[src/rtl/stripe_sequencer.sv]
// Job-level controller for one Stripe of eight PEs. It accepts a job descriptor,
// configures the Stripe, then fetches and broadcasts one operand block pair per
// iteration. Once the pipeline has drained, it writes the Stripe result block back.
//
// Handshakes: a transfer happens on a rising edge where valid and ready are both 1.
// After raising valid, the sender keeps valid and the payload stable until that
// edge. The block memory returns at most one response, in order, per accepted request.
module stripe_sequencer #(
  parameter int BLOCK_W   = 128,
  parameter int INSTR_W   = 7,
  parameter int TAG_W     = 12,
  parameter int DRAIN_CYC = 2
) (
  input  logic                       clk,
  input  logic                       rst,
  input  logic                       job_valid,
  output logic                       job_ready,
  input  logic [INSTR_W+6*TAG_W-1:0] job_desc,
  output logic                       mem_req_valid,
  input  logic                       mem_req_ready,
  output logic [TAG_W-1:0]           mem_req_tag,
  input  logic                       mem_rsp_valid,
  input  logic [BLOCK_W-1:0]         mem_rsp_data,
  output logic                       wr_valid,
  input  logic                       wr_ready,
  output logic [TAG_W-1:0]           wr_tag,
  output logic [BLOCK_W-1:0]         wr_data,
  output logic                       s_cfg_we,
  output logic                       s_bus_valid,
  output logic [INSTR_W-1:0]         s_instr,
  output logic [TAG_W-1:0]           s_tag_a,
  output logic [TAG_W-1:0]           s_tag_b,
  output logic [TAG_W-1:0]           s_stride_a,
  output logic [TAG_W-1:0]           s_stride_b,
  output logic [TAG_W-1:0]           s_iter_lim,
  output logic [BLOCK_W-1:0]         s_d0,
  output logic [BLOCK_W-1:0]         s_d1,
  input  logic [BLOCK_W-1:0]         s_d_out,
  output logic                       busy,
  output logic                       done
);

  typedef enum logic [3:0] {
    S_IDLE, S_CFG, S_FETCH_A, S_WAIT_A, S_FETCH_B, S_WAIT_B,
    S_ISSUE, S_DRAIN, S_WRITE, S_DONE
  } state_e;

  state_e               state_q, state_d;
  logic [INSTR_W-1:0]   instr_q, instr_d;
  logic [TAG_W-1:0]     tag_a_q, tag_a_d, tag_b_q, tag_b_d;
  logic [TAG_W-1:0]     stride_a_q, stride_a_d, stride_b_q, stride_b_d;
  logic [TAG_W-1:0]     iter_lim_q, iter_lim_d, out_tag_q, out_tag_d;
  logic [TAG_W-1:0]     cur_a_q, cur_a_d, cur_b_q, cur_b_d, k_q, k_d;
  logic [BLOCK_W-1:0]   buf_a_q, buf_a_d, buf_b_q, buf_b_d, wr_data_q, wr_data_d;
  logic [3:0]           drain_cnt_q, drain_cnt_d;

  // Every output is a flop. Its next value is decoded from the state being entered.
  logic                 job_ready_q, job_ready_d, busy_q, busy_d, done_q, done_d;
  logic                 mem_req_valid_q, mem_req_valid_d, wr_valid_q, wr_valid_d;
  logic                 s_cfg_we_q, s_cfg_we_d, s_bus_valid_q, s_bus_valid_d;
  logic [TAG_W-1:0]     mem_req_tag_q, mem_req_tag_d, wr_tag_q, wr_tag_d;
  logic [INSTR_W-1:0]   s_instr_q, s_instr_d;
  logic [TAG_W-1:0]     s_tag_a_q, s_tag_a_d, s_tag_b_q, s_tag_b_d;
  logic [TAG_W-1:0]     s_stride_a_q, s_stride_a_d, s_stride_b_q, s_stride_b_d;
  logic [TAG_W-1:0]     s_iter_lim_q, s_iter_lim_d;
  logic [BLOCK_W-1:0]   s_d0_q, s_d0_d, s_d1_q, s_d1_d;

  // Next-state, datapath and registered-output decode
  always_comb begin
    state_d     = state_q;
    instr_d     = instr_q;
    tag_a_d     = tag_a_q;
    tag_b_d     = tag_b_q;
    stride_a_d  = stride_a_q;
    stride_b_d  = stride_b_q;
    iter_lim_d  = iter_lim_q;
    out_tag_d   = out_tag_q;
    cur_a_d     = cur_a_q;
    cur_b_d     = cur_b_q;
    k_d         = k_q;
    buf_a_d     = buf_a_q;
    buf_b_d     = buf_b_q;
    wr_data_d   = wr_data_q;
    drain_cnt_d = drain_cnt_q;

    case (state_q)
      S_IDLE: begin
        // job_ready_q is the visible ready, so acceptance matches what the sender sees.
        if (job_valid && job_ready_q) begin
          {instr_d, tag_a_d, tag_b_d, stride_a_d, stride_b_d, iter_lim_d, out_tag_d} = job_desc;
          cur_a_d = tag_a_d;
          cur_b_d = tag_b_d;
          k_d     = '0;
          state_d = S_CFG;
        end
      end
      S_CFG: begin
        drain_cnt_d = '0;
        state_d     = (iter_lim_q == '0) ? S_DRAIN : S_FETCH_A;
      end
      S_FETCH_A: if (mem_req_ready) state_d = S_WAIT_A;
      S_WAIT_A: begin
        if (mem_rsp_valid) begin
          buf_a_d = mem_rsp_data;
          state_d = S_FETCH_B;
        end
      end
      S_FETCH_B: if (mem_req_ready) state_d = S_WAIT_B;
      S_WAIT_B: begin
        if (mem_rsp_valid) begin
          buf_b_d = mem_rsp_data;
          state_d = S_ISSUE;
        end
      end
      S_ISSUE: begin
        // Tag arithmetic wraps modulo 2^TAG_W by design.
        cur_a_d     = cur_a_q + stride_a_q;
        cur_b_d     = cur_b_q + stride_b_q;
        k_d         = k_q + 1'b1;
        drain_cnt_d = '0;
        state_d     = (k_d == iter_lim_q) ? S_DRAIN : S_FETCH_A;
      end
      S_DRAIN: begin
        if (drain_cnt_q == 4'(DRAIN_CYC - 1)) begin
          wr_data_d = s_d_out;
          state_d   = S_WRITE;
        end else begin
          drain_cnt_d = drain_cnt_q + 1'b1;
        end
      end
      S_WRITE: if (wr_ready) state_d = S_DONE;
      S_DONE:  state_d = S_IDLE;
      default: state_d = S_IDLE;
    endcase

    job_ready_d     = (state_d == S_IDLE);
    busy_d          = (state_d != S_IDLE);
    done_d          = (state_d == S_DONE);
    mem_req_valid_d = (state_d == S_FETCH_A) || (state_d == S_FETCH_B);
    mem_req_tag_d   = (state_d == S_FETCH_A) ? cur_a_d :
                      (state_d == S_FETCH_B) ? cur_b_d : '0;
    wr_valid_d      = (state_d == S_WRITE);
    wr_tag_d        = (state_d == S_WRITE) ? out_tag_d : '0;
    s_cfg_we_d      = (state_d == S_CFG);
    s_bus_valid_d   = (state_d == S_ISSUE);
    s_instr_d       = busy_d ? instr_d    : '0;
    s_stride_a_d    = busy_d ? stride_a_d : '0;
    s_stride_b_d    = busy_d ? stride_b_d : '0;
    s_iter_lim_d    = busy_d ? iter_lim_d : '0;
    s_tag_a_d       = (state_d == S_CFG) ? tag_a_d : (state_d == S_ISSUE) ? cur_a_d : '0;
    s_tag_b_d       = (state_d == S_CFG) ? tag_b_d : (state_d == S_ISSUE) ? cur_b_d : '0;
    s_d0_d          = (state_d == S_ISSUE) ? buf_a_d : '0;
    s_d1_d          = (state_d == S_ISSUE) ? buf_b_d : '0;
  end

  // State, datapath and output registers with synchronous active-low reset
  always_ff @(posedge clk) begin
    if (!rst) begin
      state_q         <= S_IDLE;
      instr_q         <= '0;
      tag_a_q         <= '0;
      tag_b_q         <= '0;
      stride_a_q      <= '0;
      stride_b_q      <= '0;
      iter_lim_q      <= '0;
      out_tag_q       <= '0;
      cur_a_q         <= '0;
      cur_b_q         <= '0;
      k_q             <= '0;
      buf_a_q         <= '0;
      buf_b_q         <= '0;
      wr_data_q       <= '0;
      drain_cnt_q     <= '0;
      job_ready_q     <= 1'b0;
      busy_q          <= 1'b0;
      done_q          <= 1'b0;
      mem_req_valid_q <= 1'b0;
      mem_req_tag_q   <= '0;
      wr_valid_q      <= 1'b0;
      wr_tag_q        <= '0;
      s_cfg_we_q      <= 1'b0;
      s_bus_valid_q   <= 1'b0;
      s_instr_q       <= '0;
      s_tag_a_q       <= '0;
      s_tag_b_q       <= '0;
      s_stride_a_q    <= '0;
      s_stride_b_q    <= '0;
      s_iter_lim_q    <= '0;
      s_d0_q          <= '0;
      s_d1_q          <= '0;
    end else begin
      state_q         <= state_d;
      instr_q         <= instr_d;
      tag_a_q         <= tag_a_d;
      tag_b_q         <= tag_b_d;
      stride_a_q      <= stride_a_d;
      stride_b_q      <= stride_b_d;
      iter_lim_q      <= iter_lim_d;
      out_tag_q       <= out_tag_d;
      cur_a_q         <= cur_a_d;
      cur_b_q         <= cur_b_d;
      k_q             <= k_d;
      buf_a_q         <= buf_a_d;
      buf_b_q         <= buf_b_d;
      wr_data_q       <= wr_data_d;
      drain_cnt_q     <= drain_cnt_d;
      job_ready_q     <= job_ready_d;
      busy_q          <= busy_d;
      done_q          <= done_d;
      mem_req_valid_q <= mem_req_valid_d;
      mem_req_tag_q   <= mem_req_tag_d;
      wr_valid_q      <= wr_valid_d;
      wr_tag_q        <= wr_tag_d;
      s_cfg_we_q      <= s_cfg_we_d;
      s_bus_valid_q   <= s_bus_valid_d;
      s_instr_q       <= s_instr_d;
      s_tag_a_q       <= s_tag_a_d;
      s_tag_b_q       <= s_tag_b_d;
      s_stride_a_q    <= s_stride_a_d;
      s_stride_b_q    <= s_stride_b_d;
      s_iter_lim_q    <= s_iter_lim_d;
      s_d0_q          <= s_d0_d;
      s_d1_q          <= s_d1_d;
    end
  end

  assign job_ready     = job_ready_q;
  assign busy          = busy_q;
  assign done          = done_q;
  assign mem_req_valid = mem_req_valid_q;
  assign mem_req_tag   = mem_req_tag_q;
  assign wr_valid      = wr_valid_q;
  assign wr_tag        = wr_tag_q;
  assign wr_data       = wr_data_q;
  assign s_cfg_we      = s_cfg_we_q;
  assign s_bus_valid   = s_bus_valid_q;
  assign s_instr       = s_instr_q;
  assign s_tag_a       = s_tag_a_q;
  assign s_tag_b       = s_tag_b_q;
  assign s_stride_a    = s_stride_a_q;
  assign s_stride_b    = s_stride_b_q;
  assign s_iter_lim    = s_iter_lim_q;
  assign s_d0          = s_d0_q;
  assign s_d1          = s_d1_q;

endmodule
[config.mk]
export PLATFORM = sky130hd
export DESIGN_NAME = stripe_sequencer
export DESIGN_NICKNAME = d
export VERILOG_FILES = /design/src/rtl/stripe_sequencer.sv
export SDC_FILE = /design/constraint.sdc
export NUM_CORES = 1
export LEC_CHECK = 0
export ABC_AREA = 1
export CAP_MARGIN = 5
export CORE_MARGIN = 3
export CORE_UTILIZATION = 30
export CTS_BUF_LIST = sky130_fd_sc_hd__clkbuf_4
export CTS_CLUSTER_SIZE = 10
export DETAILED_ROUTE_END_ITERATION = 7
export PLACE_DENSITY = 0.52
export SYNTH_ARGS = -nofsm -noshare
export SYNTH_HDL_FRONTEND = slang
export SYNTH_SLANG_ARGS = --single-unit
[constraint.sdc]
create_clock -name clk -period 5.18 [get_ports clk]
set_input_delay 1.036 -clock clk [delete_from_list [all_inputs] [get_ports clk]]
set_output_delay 1.036 -clock clk [all_outputs]
set_load 0.01 [all_outputs]
## Yosys cells after proc, flatten, opt, wreduce, memory -nomap -nowiden

Cells that the tools add are included.

- Reduce and logical (&&, ||, !) cells: 15
- Mux-type cells: 42
- $add $sub $neg: 4
- Equal/unequal tests: 18

Operator list:

| operator | number |
|---|---|
| 128-bit two-way mux | 4 |
| 12-bit two-way mux | 21 |
| 12-bit one-hot mux with 2 select lines | 3 |
| 4-bit one-hot mux with 9 select lines | 1 |
| 4-bit two-way mux | 8 |
| 12-bit adder | 2 |
| 4-bit by 3-bit equality test with 1-bit output (second input constant) | 6 |
| 7-bit two-way mux | 2 |
| 12-bit by 1-bit adder with 12-bit output (second input constant) | 1 |
| 12-bit equality test | 1 |
| 4-bit by 1-bit equality test with 1-bit output (second input constant) | 3 |
| 4-bit by 2-bit equality test with 1-bit output (second input constant) | 3 |
| 4-bit equality test (second input constant) | 3 |
| 12-bit zero test | 1 |
| 2-bit AND reduction | 6 |
| 4-bit zero test | 2 |
| 4-bit one-hot mux with 2 select lines | 1 |
| 3-bit two-way mux | 2 |
| 4-bit by 1-bit adder with 4-bit output (second input constant) | 1 |
| 2-bit != test (second input constant) | 2 |
| 2-bit nonzero test | 2 |
| 4-bit nonzero test | 1 |
| 2-bit OR reduction | 1 |
| 1-bit logical AND | 1 |
| 1-bit logical OR | 1 |

- Bits in registers: 861

## Longest topological paths before layout

- Depth in word-level cells: 7
- Gate-level depth with buffers: 17

## Worst setup path after synthesis

OpenSTA, ideal clock, no wires.

- Path type: input -> register
- Start point: input job_valid
- End point: register busy_q, in the netlist busy
- Path slack: 2864 ps
- Library setup time: 125 ps
- Arrival time: 2191 ps
- Stages: 8
- Cells stage by stage: nand4_1 buf_2 nand4_1 nor2_1 nand3_4 nor2_8 buf_6 nor2_2

- Cells in the longest elaborated chain, start to end: 4

RTL lines:

| what | RTL line | RTL |
|---|---|---|
| from (decl) | 16 | `input logic job_valid,` |
| 1-bit logical AND | 89 | `if (job_valid && job_ready_q) begin` |
| 4-bit two-way mux | 89 |  |
| 4-bit one-hot mux with 9 select lines | 86 | `case (state_q)` |
| 4-bit nonzero test | 137 | `busy_d = (state_d != S_IDLE);` |
| to (signal assigned) | 208 | `busy_q <= busy_d;` |
| to (decl) | 58 | `logic job_ready_q, job_ready_d, busy_q, busy_d, done_q, done_d;` |

No other way between the ends.
A chain may end at the register's enable or synchronous reset.

## Worst setup path after layout

- Start point: register s_d1_q[0], in the netlist s_d1[0]
- End point: output s_d1[0]

RTL lines:

| what | RTL line | RTL |
|---|---|---|
| from (decl) | 66 | `logic [BLOCK_W-1:0] s_d0_q, s_d0_d, s_d1_q, s_d1_d;` |
| from (signal assigned) | 190 | `s_d1_q <= '0;` |
| from (signal assigned) | 223 | `s_d1_q <= s_d1_d;` |
| to (decl) | 37 | `output logic [BLOCK_W-1:0] s_d1,` |

No word-level cell between the ends.

==> summary.md <==
| Metric | Value |
|---|---|
| Critical-path maximum fanout | `1` |
| CTS tree | `built` |
| Maximum cell stage delay along the critical path | `0.61 ns` |
| Post-CTS repair timing setup buffer count | `0` |
| Required time reported for the critical path endpoint | `4.14 ns` |
| Sequential element share of the synthesized area | `57.4%` |
| Number of buffer and inverter stages on the critical path | `1` |
| Count of vias placed by the detailed router | `26200` |
| Worst-path clk slew | `0.07 ns` |
| Wire length of the first global-routing pass | `160000 um` |
| Crit path time final | `3.22 ns` |
| Cells traversed along the worst timing path | `clkdlybuf4s50_1` |
| Number of buffers inserted by port buffering | `822` |
| Critical path arrival | `2.18 ns` |
| Xor and xnor fraction of the mapped netlist area | `0.226%` |
| Placement Rows | `115` |
| DRT antenna net count | `0` |
| Summed instance area of the synthesized netlist | `0.0299 mm^2` |
| Transition time at the pin with the least slew margin | `1.13 ns` |
| Syn nets | `3902` |
| Power Density | `374 mW/mm^2` |
| Total negative slack for setup checks | `0 ns` |
| Initial antenna violation count | `17` |
| Nature of the critical path startpoint | `flop` |
| Number of standard cells after synthesis | `3534` |
| Worst setup path class | `reg2out` |
| Post-CTS Hold Fix Bufs | `0` |
| Warnings from Yosys | `0` |
| Clock Skew | `0.0933 ns` |
| Area after DPL | `0.0391 mm^2` |
| H-tree depth | `4` |
| Unrepaired setup endpoints after global routing | `no` |
| Hold WC Path Type | `in2reg` |
| Routability congestion estimate from global placement | `0.827` |
| Slew Viols, Final | `0` |
| Sequential cell area | `0.0172 mm^2` |
| Die outline height | `322 um` |
| Adder-cell share of the synthesized area | `1.18%` |
| Post-Route WL | `109000 um` |
| Main combinational cell family by area after synthesis | `simple AND/OR/NAND/NOR gates` |
| Status | `finished clean` |
| Number of sinks on the clock net | `857` |
| Worst Setup End Kind | `primary output` |
| Commonest non-fill, non-tap cell in the layout | `sky130_fd_sc_hd__dfxtp_1` |
| Net count of the finished layout | `4763` |
| Layout overhead on the synthesized area | `40.6%` |
| First DRT Iteration DRCs | `1364` |
| Clock Path Buffers | `3` |
| Number of global-route vias before repair | `25900` |
| Pin count of the biggest net entering global routing | `182` |
| Die area | `0.103 mm^2` |
| Initial cell density of the core | `30.3%` |
| First-pass iteration count of the detailed router | `5` |
| Total track usage | `20.5%` |
| Final hold violations | `0` |
| Register bit total from synthesis | `857` |
| Root cell of the clock tree | `sky130_fd_sc_hd__clkbuf_4` |
| Final Instance Area | `0.0420 mm^2` |
| # IOs | `823` |
| Most instantiated flip-flop cell in the synthesis netlist | `sky130_fd_sc_hd__dfxtp_1` |
| Layout filler cell count | `10100` |
| Clock latency at the later pin of the worst-skew pair | `1.13 ns` |
| Commonest non-fill, non-tap cells in the layout | `sky130_fd_sc_hd__dfxtp_1, sky130_fd_sc_hd__clkdlybuf4s50_1, sky130_fd_sc_hd__inv_1` |
| Aggregate global routing overflow | `0` |
| Ys async rst share | `0%` |
| Number of gates resized after CTS | `0` |
| Clock buffers created by TritonCTS | `226` |
| Leakage dissipation | `18.2 nW` |
| Combined area of the multi-input logic cells | `0.00987 mm^2` |
| Die Width | `322 um` |
| Std-Cell Core Area | `0.0986 mm^2` |
| Highest clock frequency the design can meet | `311 MHz` |
| Share of synthesized cell area in and, or, nand and nor gates | `19.2%` |
| Slowest-stage cell, CP | `sky130_fd_sc_hd__clkdlybuf4s50_1` |
| Share of final-layout standard cells stronger than drive strength 1 | `12.3%` |
| Mean area per synthesized cell | `8.45 um^2` |
| Number of synthesized flops with an enable pin | `0` |
| Final Cycle Share | `62.1%` |
| Final Setup Violations | `0` |
| Mux share of post-synthesis cell area | `0.402%` |
| Yosys cell types | `44` |
| Final HPWL DP | `75800 um` |
| Max VDD drop | `0.000452 V` |
| Max transition margin | `24.7%` |
| Worst path top cell family by delay | `buffers and inverters` |
| Max_cap viols | `0` |
| WL per Instance | `18.6 um` |
| Via-to-Cell Ratio | `4.47` |
| Drc violations | `0` |
| Share of the synthesized area in compound gates (AO/OA/AOI/OAI) | `12.0%` |
==> cells by family after synthesis <==
kind of cell               Yosys count
and+or+nand+nor                   1270
AOI/OAI and AO/OA                  638
muxes                               12
DFF                                857
xor gates and xnor gates             6
buffers and inverters              724
adders and majority gates           27
==> Yosys cell counts (4+ instances only) <==
cell	n	area (um^2)
sky130_fd_sc_hd__ha_1	25	313
sky130_fd_sc_hd__nand2_1	405	1520
sky130_fd_sc_hd__buf_2	58	290
sky130_fd_sc_hd__nor2_1	458	1720
sky130_fd_sc_hd__inv_1	502	1880
sky130_fd_sc_hd__clkbuf_2	4	20.0
sky130_fd_sc_hd__mux2i_1	12	120
sky130_fd_sc_hd__a211oi_1	129	968
sky130_fd_sc_hd__nand3_1	57	285
sky130_fd_sc_hd__inv_2	4	15.0
sky130_fd_sc_hd__buf_6	7	78.8
sky130_fd_sc_hd__a31oi_1	8	50.1
sky130_fd_sc_hd__nor4_1	128	801
sky130_fd_sc_hd__nor3_1	51	255
sky130_fd_sc_hd__dfxtp_1	857	17200
sky130_fd_sc_hd__buf_1	10	37.5
sky130_fd_sc_hd__o211ai_1	4	30.0
sky130_fd_sc_hd__nor2_2	14	87.6
sky130_fd_sc_hd__or2_2	130	813
sky130_fd_sc_hd__nand4_1	10	62.6
sky130_fd_sc_hd__clkbuf_1	133	499
sky130_fd_sc_hd__buf_4	6	45.0
sky130_fd_sc_hd__a21oi_1	194	971
sky130_fd_sc_hd__o21ai_1	5	25.0
sky130_fd_sc_hd__o21ai_0	282	1410
sky130_fd_sc_hd__a22o_1	5	43.8
==> cell type report <==
type / count / share of cell area (%)
Antenna cell: 16 / 0.0953
Inverter: 506 / 4.56
Tap cell: 1287 / 3.83
Timing Repair Buffer: 851 / 20.3
Sequential cell: 857 / 40.8
Multi-Input combinational cell: 1953 / 23.5
Clock buffer: 346 / 6.18
Clock inverter: 43 / 0.715
==> report_power, final <==
| group | internal (W) | switching [W] |
|---|---|---|
| clock network | 0.00314 | 0.00286 |
| logic | 0.000966 | 0.00155 |
| registers | 0.00697 | 0.000210 |
==> routing by layer <==
layer,vias to the layer above,global-route usage [%],share of wire (%)
li1,13200,-,-
met1,12100,23.2,40
met2,760,33.7,48
met3,183,8.49,8.5
met4,4,9.54,3.6
met5,-,0,0.025
==> flip-flops by register name (all words and copies together) (netlist names), 128 cells and up <==
register	cells
buf_b_q	128
buf_a_q	128
s_d0	128
wr_data	128
s_d1	128
==> stage by stage <==
| step | hold WS, ns | instances | utilization (%) | setup slack (ns) | total power [W] |
|---|---|---|---|---|---|
| floorplan | 0.449 | 3534 | - | 2.86 | 0.00892 |
| global placement | 0.457 | 5454 | 39.6 | 1.71 | 0.00987 |
| detailed placement | 0.464 | 5454 | 39.6 | 1.61 | 0.00987 |
| CTS | 0.232 | 5843 | 42.6 | 1.71 | 0.0160 |
| global route | 0.285 | 5855 | 42.6 | 1.71 | 0.0166 |
| finish | 0.431 | 5859 | 42.6 | 1.96 | 0.0157 |
==> path summary, 6_finish.rpt <==
check | cells past startpoint | from | to | slack, ns
max | 1 | s_d1[0]$_SDFF_PN0_ | s_d1[0] | 1.96
min | 3 | rst | buf_a_q[41]$_SDFF_PN0_ | 0.43
max reg2reg | 9 | state_q[0]$_SDFF_PN0_ | wr_tag[0]$_SDFF_PN0_ | 2.28
min reg2reg | 2 | tag_a_q[5]$_SDFF_PN0_ | tag_a_q[5]$_SDFF_PN0_ | 0.47
Power figures use the tool's default switching activity.
